===== src/rtl/corejtagdebug_scan_engine_if.sv =====
// Command/response handshake between a scan sequencer and the JTAG scan engine.
// The sequencer side uses the master modport and the engine uses the slave modport.
interface corejtagdebug_scan_engine_if #(
    parameter int MAX_DR_LEN = 64,
    parameter int LEN_W      = 7
);
    logic                  CMD_VALID;
    logic                  CMD_READY;
    logic [1:0]            CMD_TYPE;
    logic [LEN_W-1:0]      CMD_LEN;
    logic [MAX_DR_LEN-1:0] CMD_DATA;
    logic                  RSP_VALID;
    logic [MAX_DR_LEN-1:0] RSP_DATA;
    logic                  RSP_ERR;
    logic                  BUSY;

    modport master (
        output CMD_VALID, CMD_TYPE, CMD_LEN, CMD_DATA,
        input  CMD_READY, RSP_VALID, RSP_DATA, RSP_ERR, BUSY
    );

    modport slave (
        input  CMD_VALID, CMD_TYPE, CMD_LEN, CMD_DATA,
        output CMD_READY, RSP_VALID, RSP_DATA, RSP_ERR, BUSY
    );
endinterface


===== src/rtl/corejtagdebug_scan_engine.sv =====
// Command-driven JTAG scan engine: turns TAP-reset / IR / DR / idle commands into
// registered TMS/TDO sequences and returns the TDI bits captured while shifting.
//
// state    | meaning
// INIT_RST | driving TMS=1 (auto reset after TRST, or TAP-reset command)
// IDLE     | waiting for a command, TMS=0
// SEL_DR   | first TMS=1 of a scan
// SEL_IR   | second TMS=1 of an IR scan
// CAPTURE  | two TMS=0 cycles leading into the shift
// SHIFT    | shifting data, TMS=1 on the last bit
// EXIT1    | TMS=1 towards Update
// UPDATE   | TMS=0 back to Run-Test/Idle
// RTI_WAIT | TMS=0 idle cycles, or the TMS=0 tail of a TAP reset
// RESP     | response pulse, next command may be accepted
module corejtagdebug_scan_engine #(
    parameter int MAX_IR_LEN = 8,
    parameter int MAX_DR_LEN = 64,
    parameter int LEN_W      = 7
) (
    input  logic                       TCK,
    input  logic                       TRST,
    corejtagdebug_scan_engine_if.slave bus,
    output logic                       TMS,
    output logic                       TDO,
    input  logic                       TDI
);
    typedef enum logic [3:0] {
        INIT_RST, IDLE, SEL_DR, SEL_IR, CAPTURE, SHIFT, EXIT1, UPDATE, RTI_WAIT, RESP
    } state_t;

    localparam logic [1:0]       CMD_TAP_RST = 2'b00;
    localparam logic [1:0]       CMD_IR      = 2'b01;
    localparam logic [1:0]       CMD_DR      = 2'b10;
    localparam logic [LEN_W-1:0] MAX_IR_L    = LEN_W'(MAX_IR_LEN);
    localparam logic [LEN_W-1:0] MAX_DR_L    = LEN_W'(MAX_DR_LEN);
    localparam logic [LEN_W-1:0] RST_CNT     = LEN_W'(4);
    localparam logic [LEN_W-1:0] ONE         = LEN_W'(1);

    state_t                state_q, state_d;
    logic [LEN_W-1:0]      cnt_q, cnt_d;
    logic [LEN_W-1:0]      len_q, len_d;
    logic                  is_ir_q, is_ir_d;
    logic                  resp_pend_q, resp_pend_d;
    logic [MAX_DR_LEN-1:0] sr_q, sr_d;
    logic [MAX_DR_LEN-1:0] cap_q, cap_d;
    logic [MAX_DR_LEN-1:0] rsp_data_q, rsp_data_d;
    logic                  rsp_err_q, rsp_err_d;
    logic                  rsp_valid_q, rsp_valid_d;
    logic                  ready_q, ready_d;
    logic                  tms_q, tms_d;
    logic                  tdo_q, tdo_d;
    logic                  accept;
    logic                  scan_err;

    assign accept   = bus.CMD_VALID && ready_q;
    assign scan_err = (bus.CMD_LEN == '0) ||
                      ((bus.CMD_TYPE == CMD_IR) ? (bus.CMD_LEN > MAX_IR_L)
                                                : (bus.CMD_LEN > MAX_DR_L));

    always_ff @(posedge TCK) begin
        if (TRST) begin
            state_q     <= INIT_RST;
            cnt_q       <= RST_CNT;
            len_q       <= '0;
            is_ir_q     <= 1'b0;
            resp_pend_q <= 1'b0;
            sr_q        <= '0;
            cap_q       <= '0;
            rsp_data_q  <= '0;
            rsp_err_q   <= 1'b0;
            rsp_valid_q <= 1'b0;
            ready_q     <= 1'b0;
            tms_q       <= 1'b1;
            tdo_q       <= 1'b0;
        end else begin
            state_q     <= state_d;
            cnt_q       <= cnt_d;
            len_q       <= len_d;
            is_ir_q     <= is_ir_d;
            resp_pend_q <= resp_pend_d;
            sr_q        <= sr_d;
            cap_q       <= cap_d;
            rsp_data_q  <= rsp_data_d;
            rsp_err_q   <= rsp_err_d;
            rsp_valid_q <= rsp_valid_d;
            ready_q     <= ready_d;
            tms_q       <= tms_d;
            tdo_q       <= tdo_d;
        end
    end

    always_comb begin
        state_d     = state_q;
        cnt_d       = cnt_q;
        len_d       = len_q;
        is_ir_d     = is_ir_q;
        resp_pend_d = resp_pend_q;
        sr_d        = sr_q;
        cap_d       = cap_q;
        rsp_data_d  = rsp_data_q;
        rsp_err_d   = rsp_err_q;
        case (state_q)
            INIT_RST: begin
                if (cnt_q == '0) state_d = RTI_WAIT;
                else             cnt_d   = cnt_q - ONE;
            end
            RTI_WAIT: begin
                if (cnt_q != '0) begin
                    cnt_d = cnt_q - ONE;
                end else if (resp_pend_q) begin
                    state_d    = RESP;
                    rsp_data_d = '0;
                    rsp_err_d  = 1'b0;
                end else begin
                    state_d = IDLE;
                end
            end
            IDLE, RESP: begin
                if (state_q == RESP) state_d = IDLE;
                if (accept) begin
                    is_ir_d     = (bus.CMD_TYPE == CMD_IR);
                    len_d       = bus.CMD_LEN;
                    sr_d        = bus.CMD_DATA;
                    cap_d       = '0;
                    resp_pend_d = 1'b1;
                    case (bus.CMD_TYPE)
                        CMD_TAP_RST: begin
                            state_d = INIT_RST;
                            cnt_d   = RST_CNT;
                        end
                        CMD_IR, CMD_DR: begin
                            if (scan_err) begin
                                state_d    = RESP;
                                rsp_data_d = '0;
                                rsp_err_d  = 1'b1;
                            end else begin
                                state_d = SEL_DR;
                            end
                        end
                        default: begin
                            if (bus.CMD_LEN == '0) begin
                                state_d    = RESP;
                                rsp_data_d = '0;
                                rsp_err_d  = 1'b0;
                            end else begin
                                state_d = RTI_WAIT;
                                cnt_d   = bus.CMD_LEN - ONE;
                            end
                        end
                    endcase
                end
            end
            SEL_DR: begin
                state_d = is_ir_q ? SEL_IR : CAPTURE;
                cnt_d   = ONE;
            end
            SEL_IR: begin
                state_d = CAPTURE;
                cnt_d   = ONE;
            end
            CAPTURE: begin
                if (cnt_q == '0) begin
                    state_d = SHIFT;
                    cnt_d   = len_q - ONE;
                end else begin
                    cnt_d = cnt_q - ONE;
                end
            end
            SHIFT: begin
                // TDI enters at the top; UPDATE right-aligns by the scan length
                sr_d  = sr_q >> 1;
                cap_d = MAX_DR_LEN'({TDI, cap_q} >> 1);
                if (cnt_q == '0) state_d = EXIT1;
                else             cnt_d   = cnt_q - ONE;
            end
            EXIT1:   state_d = UPDATE;
            UPDATE: begin
                state_d    = RESP;
                rsp_data_d = cap_q >> (MAX_DR_LEN - int'(len_q));
                rsp_err_d  = 1'b0;
            end
            default: state_d = INIT_RST;
        endcase
    end

    // Pin values are decoded from the next state so TMS/TDO leave flops directly
    always_comb begin
        tms_d = 1'b0;
        tdo_d = 1'b0;
        case (state_d)
            INIT_RST, SEL_DR, SEL_IR, EXIT1: tms_d = 1'b1;
            SHIFT: begin
                tms_d = (cnt_d == '0);
                tdo_d = sr_d[0];
            end
            default: ;
        endcase
        ready_d     = (state_d == IDLE) || (state_d == RESP);
        rsp_valid_d = (state_d == RESP);
    end

    assign bus.CMD_READY = ready_q;
    assign bus.BUSY      = ~ready_q;
    assign bus.RSP_VALID = rsp_valid_q;
    assign bus.RSP_DATA  = rsp_data_q;
    assign bus.RSP_ERR   = rsp_err_q;
    assign TMS           = tms_q;
    assign TDO           = tdo_q;
endmodule


===== src/flat_wrapper.sv =====
// flat-port wrapper written by rule: the top's interface ports become plain ports
module corejtagdebug_scan_engine_flat 
#(
    parameter int MAX_IR_LEN = 8,
    parameter int MAX_DR_LEN = 64,
    parameter int LEN_W      = 7
)
  (TCK, TRST, TMS, TDO, TDI, bus_CMD_VALID, bus_CMD_TYPE, bus_CMD_LEN, bus_CMD_DATA, bus_CMD_READY, bus_RSP_VALID, bus_RSP_DATA, bus_RSP_ERR, bus_BUSY);
  corejtagdebug_scan_engine_if #(.MAX_DR_LEN(MAX_DR_LEN), .LEN_W(LEN_W)) bus_i ();
  input  logic TCK;
  input  logic TRST;
  output logic TMS;
  output logic TDO;
  input  logic TDI;
  input wire logic [$bits(bus_i.CMD_VALID)-1:0] bus_CMD_VALID;
  input wire logic [$bits(bus_i.CMD_TYPE)-1:0] bus_CMD_TYPE;
  input wire logic [$bits(bus_i.CMD_LEN)-1:0] bus_CMD_LEN;
  input wire logic [$bits(bus_i.CMD_DATA)-1:0] bus_CMD_DATA;
  output wire logic [$bits(bus_i.CMD_READY)-1:0] bus_CMD_READY;
  output wire logic [$bits(bus_i.RSP_VALID)-1:0] bus_RSP_VALID;
  output wire logic [$bits(bus_i.RSP_DATA)-1:0] bus_RSP_DATA;
  output wire logic [$bits(bus_i.RSP_ERR)-1:0] bus_RSP_ERR;
  output wire logic [$bits(bus_i.BUSY)-1:0] bus_BUSY;
  assign bus_i.CMD_VALID = bus_CMD_VALID;
  assign bus_i.CMD_TYPE = bus_CMD_TYPE;
  assign bus_i.CMD_LEN = bus_CMD_LEN;
  assign bus_i.CMD_DATA = bus_CMD_DATA;
  assign bus_CMD_READY = bus_i.CMD_READY;
  assign bus_RSP_VALID = bus_i.RSP_VALID;
  assign bus_RSP_DATA = bus_i.RSP_DATA;
  assign bus_RSP_ERR = bus_i.RSP_ERR;
  assign bus_BUSY = bus_i.BUSY;
  corejtagdebug_scan_engine #(.MAX_IR_LEN(MAX_IR_LEN), .MAX_DR_LEN(MAX_DR_LEN), .LEN_W(LEN_W)) u_core (.TCK(TCK), .TRST(TRST), .bus(bus_i), .TMS(TMS), .TDO(TDO), .TDI(TDI));
endmodule

===== config.mk =====
export PLATFORM = sky130hd
export DESIGN_NAME = corejtagdebug_scan_engine_flat
export DESIGN_NICKNAME = d
export VERILOG_FILES = /design/src/rtl/corejtagdebug_scan_engine_if.sv /design/src/rtl/corejtagdebug_scan_engine.sv /design/src/flat_wrapper.sv
export SDC_FILE = /design/constraint.sdc
export NUM_CORES = 1
export LEC_CHECK = 0
export ABC_AREA = 1
export CAP_MARGIN = 20
export CORE_UTILIZATION = 40
export CTS_CLUSTER_SIZE = 12
export DETAILED_ROUTE_END_ITERATION = 8
export GPL_TIMING_DRIVEN = 0
export PLACE_DENSITY = 0.71
export SETUP_SLACK_MARGIN = 0.4
export SYNTH_ARGS = -nofsm -noshare
export SYNTH_HDL_FRONTEND = slang
export SYNTH_SLANG_ARGS = --single-unit

===== constraint.sdc =====
create_clock -name TCK -period 3 [get_ports TCK]
set_clock_uncertainty 0.15 [all_clocks]
set_input_delay 0.6 -clock TCK [delete_from_list [all_inputs] [get_ports TCK]]
set_output_delay 0.6 -clock TCK [all_outputs]
set_load 0.02 [all_outputs]

# Word level (Yosys, flattened, before mapping)

Cells that the tools add are included.

Bits of input ports: 77
Output and inout port bits: 70
Register bits: 217
Logic and storage cells: 106

Mux-type cells: 39
Eq/ne operators: 23
Shifts and indexed selects: 1
Add/subtract/negate cells: 4
$lt $le $gt $ge: 2
Reductions and logical operators: 21
Bitwise logic cells: 2

Operator list:

| kind                | count |
|---|---|
| $mux 64             | 7 |
| $pmux 64 s2         | 3 |
| $pmux 64 s3         | 1 |
| $shr 64x32->64      | 1 |
| $pmux 4 s9          | 1 |
| $mux 7              | 5 |
| $pmux 7 s5          | 1 |
| $mux 4              | 8 |
| $eq 4x3->1 const B  | 6 |
| $logic_not 7->1     | 3 |
| $sub 7x1->7 const B | 3 |
| $eq 4x2->1 const B  | 4 |
| $pmux 7 s2          | 1 |
| $eq 4x4->1 const B  | 3 |
| $reduce_or 2->1     | 5 |
| $eq 4x1->1 const B  | 2 |
| $logic_not 4->1     | 2 |
| $pmux 4 s2          | 1 |
| $sub 7x7->8 const A | 1 |
| $gt 7x4->1 const B  | 1 |
| $gt 7x7->1 const B  | 1 |
| $mux 1              | 7 |
| $reduce_and 7->1    | 1 |
| $reduce_bool 7->1   | 1 |
| other kinds (17)    | 23 |

# Depth between registers and ports, before layout

Depth after elaboration: 10
Gate-level depth with buffers: 17
Mapped depth without buffers: 17

# Worst setup path after synthesis

No wires, ideal clock.

Path kind: register to register
From: register u_core.len_q[0]
To: register u_core.rsp_data_q[2], in the netlist u_core.bus.RSP_DATA[2]
Buffers on the path: 4
Data required time: 2741 ps
Period minus slack after synthesis: 2621 ps
Data arrival time: 2362 ps
Stages on the path, launching flop included: 16
Slack: 379 ps
Setup time: 109 ps
Cells stage by stage: dfxtp_1 -> inv_2 -> buf_2 -> buf_1 -> ha_1 -> clkbuf_1 -> buf_1 -> nand3_1 -> nand3_1 -> nand3_1 -> nand2_1 -> nand2_1 -> nand3_1 -> nand3_1 -> nand2_1 -> inv_1

Word-level cells in the longest chain between the ends: 3

Ends and longest elaborated chain:

| item                   | RTL line                         | source |
|---|---|---|
| from (decl)            | corejtagdebug_scan_engine.sv:41  | `logic [LEN_W-1:0] len_q, len_d;` |
| from (signal assigned) | corejtagdebug_scan_engine.sv:78  | `len_q <= len_d;` |
| $sub 7x7->8            | corejtagdebug_scan_engine.sv:179 | `rsp_data_d = cap_q >> (MAX_DR_LEN - int'(len_q));` |
| $shr 64x32->64         | corejtagdebug_scan_engine.sv:179 |  |
| $pmux 64 s3            | corejtagdebug_scan_engine.sv:102 | `case (state_q)` |
| to (signal assigned)   | corejtagdebug_scan_engine.sv:83  | `rsp_data_q <= rsp_data_d;` |
| to (decl)              | corejtagdebug_scan_engine.sv:46  | `logic [MAX_DR_LEN-1:0] rsp_data_q, rsp_data_d;` |

No other way between the ends.
A chain may end at the register's enable or synchronous reset.

# Worst setup path after layout

From: register u_core.len_q[0]
To: register u_core.rsp_data_q[20], in the netlist u_core.bus.RSP_DATA[20]

Same word-level chain as after synthesis.

==> reports/results.ini <==
[sta]
fin_crit_sh_pct=86.3
fmax_mhz=386
grt_setup_unrepaired=yes
setup_violations=0
max_slew_margin_pct=38.5
layout_setup_ws_ns=0.410
fin_crit_ns=2.59
maxSlewViolCount=0
hold_viol_final=0
worst_pin_slew_ns=0.923
whs_ns=0.311

[routing]
routed_wl_mm=51.7
via_count=15498
wl_per_cell_microns=19.6
vias_per_cell=5.88
firstDrtPassIters=9
drtIter0Drc=1844
drc=0
drtAntennaViolNets=0

[synth]
synth.avg_cell_area_sq_um=6.33
synthArstFlopShare_pct=0
ys_seq_elements=217
netlist_area_sq_mm=0.0128
synth_edf_count=0
synth.yosys.seq_area_share_pct=34.0
synth_nets=2101
synth_cell_types=38
ys.flop_type=dfxtp_1
synth_cells=2017
yosys_warnings=0

[global_routing]
grt_max_degree=14
met2_usage_pct=48.1
grt_use_met3_pct=7.42
grt_usage_pct=30.9
grt_pass1_wl_mm=79.6
grt-busiest-layer=met2
overflow=0
grt_pass1_vias=14506
antenna_found_initial=1
grt.met1_usage_pct=40.5

[cts]
htree_levels=1
clockBufferDepth=3
tritoncts=done
cts.sinks=217
clk_latency_ns=0.55
clockRootBuffer=clkbuf_16
cts-buffers-inserted=24
cts.reportedPaths.clkPinSlew_ns=0.06

[cells_and_area]
layout-drive-gt1-share_pct=12.4
final_util_pct=52.6
final_common_cell=nand2_1
n_antenna_cell=0
fin_nets=2301
fillers=3167
syn2layout_area_growth_pct=29.5
mostFrequentLayoutCells=nand2_1 (579), nand3_1 (521), dfxtp_1 (213)

[die]
die_x_microns=181
die_h_microns=181
io_pins=147
start_util_pct=40.6
core_area_sq_mm=0.0315
core.rowCount=65
dieArea_sq_mm=0.0326

[placement]
dpl_worst_slack_ns=-0.934
hpwl_mm=39.4
routabilityCongestion=1.09
port_buffers=145

[outcome]
status=completed

[power_and_ir_drop]
power_density_mw_per_mm2=393
vdd_ir_drop_max_mv=0.444
p_total_mw=6.50
p_leak_nw=6.41

[setup_path]
crit_required_ns=3.33
end_kind=flop
start_kind=flop
worstPathArrival_ns=2.92
cp_max_fo=7
criticalPathCategory=flop to flop

[run]
cap_violations=0

[min_path]
hold_class=flop to flop

-- final cells by class --
type                            count  area [sq um]  area share (%)
Multi-Input combinational cell   1575          7960            48.1
Sequential cell                   217          4350            26.3
Timing Repair Buffer              173          1790            10.8
Buffer                            156           925            5.59
Clock buffer                       36           676            4.09
Tap cell                          402           503            3.04
Inverter                           70           282            1.70
Clock inverter                      5          50.0           0.303
-- synthesized netlist by cell type (2+ instances only) --
cell type / n / area, sq um
a21oi_1: 179 / 896
a21oi_2: 2 / 17.5
a22oi_1: 41 / 308
a31oi_1: 23 / 144
buf_1: 40 / 150
buf_2: 22 / 110
buf_4: 9 / 67.6
buf_6: 2 / 22.5
clkbuf_1: 82 / 308
dfxtp_1: 217 / 4340
ha_1: 7 / 87.6
inv_1: 59 / 221
inv_2: 10 / 37.5
nand2_1: 590 / 2210
nand3_1: 573 / 2870
nand3_2: 12 / 120
nand3_4: 2 / 35.0
nand3b_1: 2 / 15.0
nand4_1: 24 / 150
nor2_1: 52 / 195
nor2_2: 6 / 37.5
nor3_1: 8 / 40.0
nor4_1: 3 / 18.8
o211ai_1: 5 / 37.5
o21ai_0: 22 / 110
o21ai_1: 4 / 20.0
o221ai_1: 2 / 17.5
or2_2: 2 / 12.5
xor2_1: 8 / 70.1
-- state kept, by name (all words and copies together), names as in the netlist --
signal                flops
u_core.bus.RSP_VALID      1
u_core.cnt_q              7
u_core.cap_q             64
u_core.sr_q              64
u_core.bus.RSP_DATA      64
u_core.resp_pend_q        1
u_core.is_ir_q            1
u_core.TMS                1
u_core.len_q              7
u_core.state_q            4
u_core.bus.RSP_ERR        1
u_core.bus.CMD_READY      1
u_core.TDO                1
-- logic make-up after synthesis --
kind of cell / count (synthesis) / synth area share [%]
XOR/XNOR: 10 / 0.745
flip-flops: 217 / 34.0
AND/OR/NAND/NOR: 1276 / 44.9
buffers and inverters: 226 / 7.37
AO/OA/AOI/OAI: 281 / 12.3
adder cells (fa/ha/maj): 7 / 0.686
-- per-layer routing --
metal  share of wire [%]  routed length, microns
met3                 9.6                    4960
met5               0.023                      12
met2                  44                   22500
met1                  42                   21700
met4                 4.8                    2460
-- final timing paths --
check                                             start                      end  slack (ns)  cells after the start
worst max-delay path                    u_core.len_q[0]  u_core.bus.RSP_DATA[20]        0.41                     14
worst min-delay path            u_core.bus.RSP_DATA[19]  u_core.bus.RSP_DATA[19]        0.31                      2
worst max register to register          u_core.len_q[0]  u_core.bus.RSP_DATA[20]        0.41                     14
worst min register to register  u_core.bus.RSP_DATA[19]  u_core.bus.RSP_DATA[19]        0.31                      2
-- critical path, cell delays in order (launching register included) --
cell and delay, ns:
dfxtp_4 0.38, inv_4 0.04, buf_8 0.12, buf_12 0.12, ha_4 0.18, xnor2_4 0.30, buf_6 0.15, buf_6 0.11
buf_12 0.12, nand3_1 0.16, nand3_1 0.14, nand4_1 0.20, nand2_1 0.16, nand2_1 0.08, a21oi_1 0.11
-- power breakdown --
part	total, mW	internal [mW]	switching [mW]
sequential	2.98	2.93	0.0464
clock	2.79	1.56	1.23
combinational	0.736	0.303	0.433
-- per-stage QoR --
step,area [sq um],std cells,TNS [ns]
global placement,14700,2564,-44.30
floorplan,12800,2017,0
CTS,15900,2621,0
detailed placement,14700,2564,-45.40
global route,16500,2634,0
finish,16500,2634,0
-- timing repair --
action	CTS	global route
gates cloned	2	1
setup buffers	14	12
endpoints found under the setup margin	70	150
pin swaps	11	22
hold buffers	0	0
resized for setup	86	172
Note: power is estimated with default switching activity, not from simulation.
